[src/rtl/jt12_kon_queue_if.sv]
// Key-on queue bus: CPU write strobe, slot sequencer position and queued head outputs.
// master drives writes and slot position; slave is the queue itself.
interface jt12_kon_queue_if;
   logic       clk_en;
   logic       wr_keyon;
   logic [7:0] din;
   logic [1:0] next_op;
   logic [2:0] next_ch;
   logic       up_keyon;
   logic [2:0] keyon_ch;
   logic [3:0] keyon_op;
   logic       q_full;
   logic       q_lost;

   modport master (
      output clk_en, wr_keyon, din, next_op, next_ch,
      input  up_keyon, keyon_ch, keyon_op, q_full, q_lost
   );

   modport slave (
      input  clk_en, wr_keyon, din, next_op, next_ch,
      output up_keyon, keyon_ch, keyon_op, q_full, q_lost
   );
endinterface

[src/rtl/jt12_kon_queue.sv]
// Queues CPU key-on register writes and presents the oldest one to the key-on
// stage until the slot sequencer reaches that channel's operator-3 slot.
module jt12_kon_queue #(
   parameter int num_ch = 6,
   parameter int DEPTH  = 4,
   parameter int AW     = 2
) (
   input  logic             clk,
   input  logic             rst_n,
   jt12_kon_queue_if.slave  kon
);

   localparam logic [AW:0] FULL_CNT = (AW+1)'(DEPTH);

   logic [6:0]    mem_q [DEPTH];
   logic [AW-1:0] wr_ptr_q, wr_ptr_d;
   logic [AW-1:0] rd_ptr_q, rd_ptr_d;
   logic [AW:0]   cnt_q, cnt_d;
   logic          up_keyon_q, up_keyon_d;
   logic [2:0]    keyon_ch_q, keyon_ch_d;
   logic [3:0]    keyon_op_q, keyon_op_d;
   logic          lost_q, lost_d;

   logic          code_ok;
   logic          full;
   logic          retire;
   logic          push;
   logic [6:0]    new_entry;
   logic          unused_din3;

   assign unused_din3 = kon.din[3];
   assign new_entry   = {kon.din[2:0], kon.din[7:4]};

   always_comb begin
      code_ok = (kon.din[2:0] != 3'd3) && (kon.din[2:0] != 3'd7);
      if (num_ch == 3 && kon.din[2])
         code_ok = 1'b0;

      full   = (cnt_q == FULL_CNT);
      // The registered head is the entry the key-on stage samples on this edge
      retire = kon.clk_en && up_keyon_q && (kon.next_ch == keyon_ch_q) &&
               (kon.next_op == 2'd3);
      push   = kon.wr_keyon && code_ok && (!full || retire);
      lost_d = lost_q | (kon.wr_keyon && code_ok && full && !retire);

      wr_ptr_d = wr_ptr_q + AW'(push);
      rd_ptr_d = rd_ptr_q + AW'(retire);
      cnt_d    = cnt_q + (AW+1)'(push) - (AW+1)'(retire);

      up_keyon_d = (cnt_d != '0);
      keyon_ch_d = keyon_ch_q;
      keyon_op_d = keyon_op_q;
      if (cnt_d != '0) begin
         // Queue drains to nothing this edge, so the new head is the incoming write
         if (push && (cnt_q == (AW+1)'(retire)))
            {keyon_ch_d, keyon_op_d} = new_entry;
         else
            {keyon_ch_d, keyon_op_d} = mem_q[rd_ptr_d];
      end
   end

   always_ff @(posedge clk or negedge rst_n) begin
      if (!rst_n) begin
         wr_ptr_q   <= '0;
         rd_ptr_q   <= '0;
         cnt_q      <= '0;
         up_keyon_q <= 1'b0;
         keyon_ch_q <= 3'd0;
         keyon_op_q <= 4'd0;
         lost_q     <= 1'b0;
      end else begin
         wr_ptr_q   <= wr_ptr_d;
         rd_ptr_q   <= rd_ptr_d;
         cnt_q      <= cnt_d;
         up_keyon_q <= up_keyon_d;
         keyon_ch_q <= keyon_ch_d;
         keyon_op_q <= keyon_op_d;
         lost_q     <= lost_d;
      end
   end

   always_ff @(posedge clk) begin
      if (push)
         mem_q[wr_ptr_q] <= new_entry;
   end

   assign kon.up_keyon = up_keyon_q;
   assign kon.keyon_ch = keyon_ch_q;
   assign kon.keyon_op = keyon_op_q;
   assign kon.q_full   = full;
   assign kon.q_lost   = lost_q;

endmodule

[src/flat_wrapper.sv]
// flat-port wrapper written by rule: the top's interface ports become plain ports
module jt12_kon_queue_flat 
#(
   parameter int num_ch = 6,
   parameter int DEPTH  = 4,
   parameter int AW     = 2
)
  (clk, rst_n, kon_clk_en, kon_wr_keyon, kon_din, kon_next_op, kon_next_ch, kon_up_keyon, kon_keyon_ch, kon_keyon_op, kon_q_full, kon_q_lost);
  jt12_kon_queue_if kon_i ();
  input  logic clk;
  input  logic rst_n;
  input wire logic [$bits(kon_i.clk_en)-1:0] kon_clk_en;
  input wire logic [$bits(kon_i.wr_keyon)-1:0] kon_wr_keyon;
  input wire logic [$bits(kon_i.din)-1:0] kon_din;
  input wire logic [$bits(kon_i.next_op)-1:0] kon_next_op;
  input wire logic [$bits(kon_i.next_ch)-1:0] kon_next_ch;
  output wire logic [$bits(kon_i.up_keyon)-1:0] kon_up_keyon;
  output wire logic [$bits(kon_i.keyon_ch)-1:0] kon_keyon_ch;
  output wire logic [$bits(kon_i.keyon_op)-1:0] kon_keyon_op;
  output wire logic [$bits(kon_i.q_full)-1:0] kon_q_full;
  output wire logic [$bits(kon_i.q_lost)-1:0] kon_q_lost;
  assign kon_i.clk_en = kon_clk_en;
  assign kon_i.wr_keyon = kon_wr_keyon;
  assign kon_i.din = kon_din;
  assign kon_i.next_op = kon_next_op;
  assign kon_i.next_ch = kon_next_ch;
  assign kon_up_keyon = kon_i.up_keyon;
  assign kon_keyon_ch = kon_i.keyon_ch;
  assign kon_keyon_op = kon_i.keyon_op;
  assign kon_q_full = kon_i.q_full;
  assign kon_q_lost = kon_i.q_lost;
  jt12_kon_queue #(.num_ch(num_ch), .DEPTH(DEPTH), .AW(AW)) u_core (.clk(clk), .rst_n(rst_n), .kon(kon_i));
endmodule
[config.mk]
export PLATFORM = sky130hd
export DESIGN_NAME = jt12_kon_queue_flat
export DESIGN_NICKNAME = d
export VERILOG_FILES = /design/src/rtl/jt12_kon_queue_if.sv /design/src/rtl/jt12_kon_queue.sv /design/src/flat_wrapper.sv
export SDC_FILE = /design/constraint.sdc
export NUM_CORES = 1
export LEC_CHECK = 0
export ABC_AREA = 0
export ABC_CLOCK_PERIOD_IN_PS = 6800
export BUFFER_PORTS_ARGS = -buffer_cell sky130_fd_sc_hd__buf_4
export CORE_MARGIN = 2
export CORE_UTILIZATION = 50
export DETAILED_ROUTE_END_ITERATION = 6
export GPL_TIMING_DRIVEN = 1
export PLACE_DENSITY_LB_ADDON = 0.3
export SLEW_MARGIN = 25
export SYNTH_ARGS = -nofsm -noshare
export SYNTH_HDL_FRONTEND = slang
export SYNTH_SLANG_ARGS = --single-unit
[constraint.sdc]
create_clock -name clk -period 6.8 [get_ports clk]
set_input_delay 0.68 -clock clk [delete_from_list [all_inputs] [get_ports clk]]
set_output_delay 0.68 -clock clk [all_outputs]
set_load 0.03 [all_outputs]
Word level (Yosys, flattened, before mapping)
Memory sizes are Yosys's and may differ from the RTL's. Cells that the tools add are included. W data, S select, Z words.

Output and inout bits: 10. Logic and storage cells: 36. Register bits after elaboration: 16. Memories: 1. RAM bits: 28.

Memory list: u_core.mem_q (words 4, width 7, read ports 1, clocked after Yosys merged registers in 0, write ports 1, line jt12_kon_queue.sv:15) `logic [6:0] mem_q [DEPTH];`.

Reductions and logical operators: 13. Muxes and demuxes: 4. Bitwise logic cells: 1. Add/sub/neg operators: 4. Equality and inequality tests: 6.

Operator list (count): $logic_and A1 B1 Y1 (9); $add A2 B1 Y2 (2); $mux W4 (1); $add A3 B1 Y3 (1); $eq A3 B1 Y1 (1); $eq A3 B3 Y1 (1); $eq A3 B3 Y1 const B (1); $mux W3 (1); $ne A3 B2 Y1 const B (1); $ne A3 B3 Y1 const B (1); $reduce_bool A3 Y1 (1); $sub A3 B1 Y3 (1); $eq A2 B2 Y1 const B (1); $logic_not A1 Y1 (2); $mux W1 (2); $logic_or A1 B1 Y1 (1); $or A1 B1 Y1 (1).

Longest topological paths before layout
Depth after elaboration: 8. Mapped depth: 12.

Least setup slack after synthesis
OpenSTA, ideal clock, no wires.

Kind: register to register. From: register u_core.cnt_q[1]. To: register u_core.keyon_op_q[2], in the netlist u_core.kon.keyon_op[2]. Stages on the path, launching flop included: 13. Setup time: 126 ps. Clock period less this slack: 3256 ps. Path slack: 3544 ps. Path buffers: 2. Arrival time: 3130 ps. Cells stage by stage: dfrtp_1 -> nor3b_1 -> o41ai_1 -> nand2_1 -> inv_1 -> ha_1 -> fa_1 -> xnor3_2 -> or3_1 -> clkbuf_2 -> buf_6 -> nor2_1 -> a31oi_1.

Cells in the longest elaborated chain, start to end: 7. Elaborated cells on any way between the ends: 10.

RTL lines: from (decl) (line jt12_kon_queue.sv:18) `logic [AW:0] cnt_q, cnt_d;`; from (signal assigned) (line jt12_kon_queue.sv:74) `cnt_q <= cnt_d;`; $eq A3 B3 Y1 (line jt12_kon_queue.sv:39) `full = (cnt_q == FULL_CNT);`; named net kon_q_full (line flat_wrapper.sv:20) `output wire logic [$bits(kon_i.q_full)-1:0] kon_q_full;`; $logic_not A1 Y1 (line jt12_kon_queue.sv:43) `push = kon.wr_keyon && code_ok && (!full || retire);`; $logic_or A1 B1 Y1 (line jt12_kon_queue.sv:43); $logic_and A1 B1 Y1 (line jt12_kon_queue.sv:43); $add A3 B1 Y3 (line jt12_kon_queue.sv:48) `cnt_d = cnt_q + (AW+1)'(push) - (AW+1)'(retire);`; $sub A3 B1 Y3 (line jt12_kon_queue.sv:48); named net u_core.cnt_d[2] (line jt12_kon_queue.sv:18); $reduce_bool A3 Y1; named net u_core.up_keyon_d (line jt12_kon_queue.sv:19) `logic up_keyon_q, up_keyon_d;`; to (signal assigned) (line jt12_kon_queue.sv:77) `keyon_op_q <= keyon_op_d;`; to (decl) (line jt12_kon_queue.sv:21) `logic [3:0] keyon_op_q, keyon_op_d;`.

The timed path passes the listed nets, and every way through them passes these cells. A chain may end at the register's enable or synchronous reset.

Worst setup path after layout
From: register u_core.keyon_ch_q[0], in the netlist u_core.kon.keyon_ch[0]. To: register u_core.keyon_ch_q[1], in the netlist u_core.kon.keyon_ch[1].

Cells in the longest elaborated chain, start to end: 8. Elaborated cells on any way between the ends: 13.

RTL lines: from (decl) (line jt12_kon_queue.sv:20) `logic [2:0] keyon_ch_q, keyon_ch_d;`; from (signal assigned) (line jt12_kon_queue.sv:76) `keyon_ch_q <= keyon_ch_d;`; $eq A3 B3 Y1 (*) (line jt12_kon_queue.sv:41) `retire = kon.clk_en && up_keyon_q && (kon.next_ch == keyon_ch_q) &&`; $logic_and A1 B1 Y1 (*) (2 in series) (line jt12_kon_queue.sv:41); $logic_or A1 B1 Y1 (line jt12_kon_queue.sv:43); $logic_and A1 B1 Y1 (line jt12_kon_queue.sv:43); $add A3 B1 Y3 (line jt12_kon_queue.sv:48); $sub A3 B1 Y3 (*) (line jt12_kon_queue.sv:48); named net u_core.cnt_d[1] (line jt12_kon_queue.sv:18); $reduce_bool A3 Y1 (*) (line jt12_kon_queue.sv:53) `if (cnt_d != '0) begin`.

Mark *: on every way through the listed nets, which the timed path passes. The rest lies on a longest branch.

==> metrics <==
DRC Markers 0; Mapped Nets 139; final core occ 62.49%; total power 943.3 uW; commonest non-fill, non-tap cell in the layout edfxtp_1; share of cells above drive strength 1 30.14%; crit path max fanout 15; # IOs 27; status completed; n_diodes 0; WP data required 7.04 ns; Place WS 3.303 ns; final net count 167; Avg Synthesized Cell Area 15.45 um2; routability cong. 0.7106; Post-DRT Antenna Nets 0; H-tree levels 2; drt pass-1 iters 4; end of the worst register-to-register path u_core.kon.keyon_ch[1]; Distinct cells, synth 24; core box area 3416 um2; via count 1040; first-pass GRT wire length 5.154 mm; global route overflow 0; Crit. Startpoint u_core.kon.keyon_ch[0]; vias per std cell 5.417; Worst Setup Path Type flop to flop; die width 64.13 um; Hold Path Class primary input to async pin; largest net degree at the start of global routing 17; vias in the first global route 1073; Worst Reg-to-Reg Cells 9; critical path arrival 3.40 ns; Die Y 64.13 um; total negative setup slack 0 ns; DRT iter0 DRCs 40; max_slew headroom 42.56%; Worst Slack Setup Final 3.638 ns; Setup Fix Bufs, Post-CTS 0; CTS tree yes; Mapped Cells 117; Final Skew 0.01366 ns; R2R Setup Slk 3.64 ns; PD cells 441.9 nW/um2; Max IR drop VDD 0.0001597 V; unrepaired setup endpoints after global routing no; clk root buf clkbuf_4; Resize count post-CTS 0; Worst-path clk slew 0.13 ns; Worst setup endpoint u_core.kon.keyon_ch[1]; Highest Clock Rate 316.2 MHz; yosys warns 0; CP Capture Type flop; sequential area share after synthesis 68.65%; minimum clock period 3.162 ns; initial antenna violation count 0; DR WL/cell 16.51 um; Startpoint Class flop; Final Slew Violations 0; final period utilization 46.50%; max cap viols 0; PortBufs 25; Static Leak 0.0008577 uW; clock buffer depth 2; number of fill cells 276; die area 4113 um2; final setup fails 0; worst r2r src u_core.kon.keyon_ch[0]; most frequent cells in the layout edfxtp_1, buf_4, nand2_1; Core Rows 21; clock insertion delay at the later pin of the skew report 0.37 ns; Tightest Pin Transition 0.8555 ns; hold buffer count at CTS 0; Fin. Hold Viols 0; starting density of the core 52.93%; Final HPWL DP 2.300 mm; total global-route track usage 17.76%; P&R area growth vs syn 18.06%; register bit count reported by yosys 44; Cell Area, Synth 1808 um2; Clock Sink Count 44; Post-Route WL 3.170 mm; CTS Buf Count 5
[critical path, stage by stage, from the launching register on]
cell	delay, ns
dfrtp_1	0.44
xor2_1	0.20
o41ai_1	0.53
nand2_1	0.26
inv_1	0.15
ha_1	0.17
fa_1	0.43
or3_1	0.62
nor2_1	0.20
a31oi_1	0.05
[final cells by class]
type	count	area, um2	area share (%)
well taps	46	57.56	2.696
flip-flops and latches	44	1241	58.15
clock inverters	2	38.79	1.817
clock buffers	6	51.30	2.403
multi-input cells	62	531.8	24.91
repair buffers	25	187.7	8.792
inverters	7	26.28	1.231
[metal layers]
| metal | up-vias | global-route usage [%] | share of wire (%) |
|---|---|---|---|
| li1 | 484 | - | - |
| met1 | 527 | 19.70 | 40 |
| met3 | 7 | 6.162 | 5.2 |
| met2 | 22 | 30.73 | 53 |
| met4 | 0 | 7.979 | 2.0 |
| met5 | - | 0 | 0 |
[through the flow]
| stage | hold slack [ns] | instance area [um2] | cells |
|---|---|---|---|
| finish | 0.1455 | 2135 | 192 |
| global route | 0.1343 | 2135 | 192 |
| CTS | 0.1383 | 2135 | 192 |
| detailed placement | 0.4622 | 2044 | 184 |
| global placement | 0.4439 | 2029 | 184 |
| floorplan | 0.3844 | 1808 | 117 |
[power by group]
group	leakage [uW]	internal [uW]	switching, uW
combinational	0.000370	162	201
sequential	0.000439	364	43.7
clock	0.0000484	88.0	84.4
total	0.000858	614	329
[cells by family (layout without fill, tap and decap cells)]
logic type      count (synthesis)  after routing  share of synthesized area [%]
flops                          44             44                          68.65
xor+xnor                        6              6                          3.737
compound gates                 10             10                          3.737
fa+ha+maj                       5              5                          3.876
mux                             7              7                          8.720
buf+inv                        11             40                          2.768
simple gates                   34             34                          8.513
[registers in the layout, indices dropped and copies added, names as in the netlist]
register             flops
u_core.mem_q            28
u_core.wr_ptr_q          2
u_core.kon.keyon_op      4
u_core.cnt_q             3
u_core.kon.keyon_ch      3
u_core.rd_ptr_q          2
u_core.kon.q_lost        1
u_core.kon.up_keyon      1
[synthesized netlist by cell type, drive strengths merged]
library cell	count	share of area [%]
xnor3	1	1.3
mux4	7	8.7
a21o	1	0.42
xnor2	1	0.48
fa	1	1.1
a21boi	1	0.42
buf	1	0.62
inv	7	1.5
nand4	1	0.35
edfxtp	28	47
o41ai	1	0.48
xor2	4	1.9
nor3	1	0.28
nor3b	4	1.7
dfrtp	16	22
ha	4	2.8
nor2	8	1.7
clkbuf	3	0.69
a31oi	7	2.4
nand2	17	3.5
nor4	1	0.35
and2	1	0.35
or3	1	0.35
[worst min-delay path by stage]
| stage | to | slack, ns | cells after the start |
|---|---|---|---|
| 6_report | u_core.cnt_q[1] | 0.15 | 1 |
| 5_1_grt | u_core.rd_ptr_q[0] | 0.13 | 1 |
| 4_1_cts | u_core.cnt_q[2] | 0.14 | 1 |
| 3_5_place_dp | u_core.kon.q_lost | 0.46 | 1 |
| 3_3_place_gp | u_core.kon.q_lost | 0.44 | 1 |
| 2_1_floorplan | u_core.cnt_q[0] | 0.38 | 0 |
(Power assumes the default switching activity.)
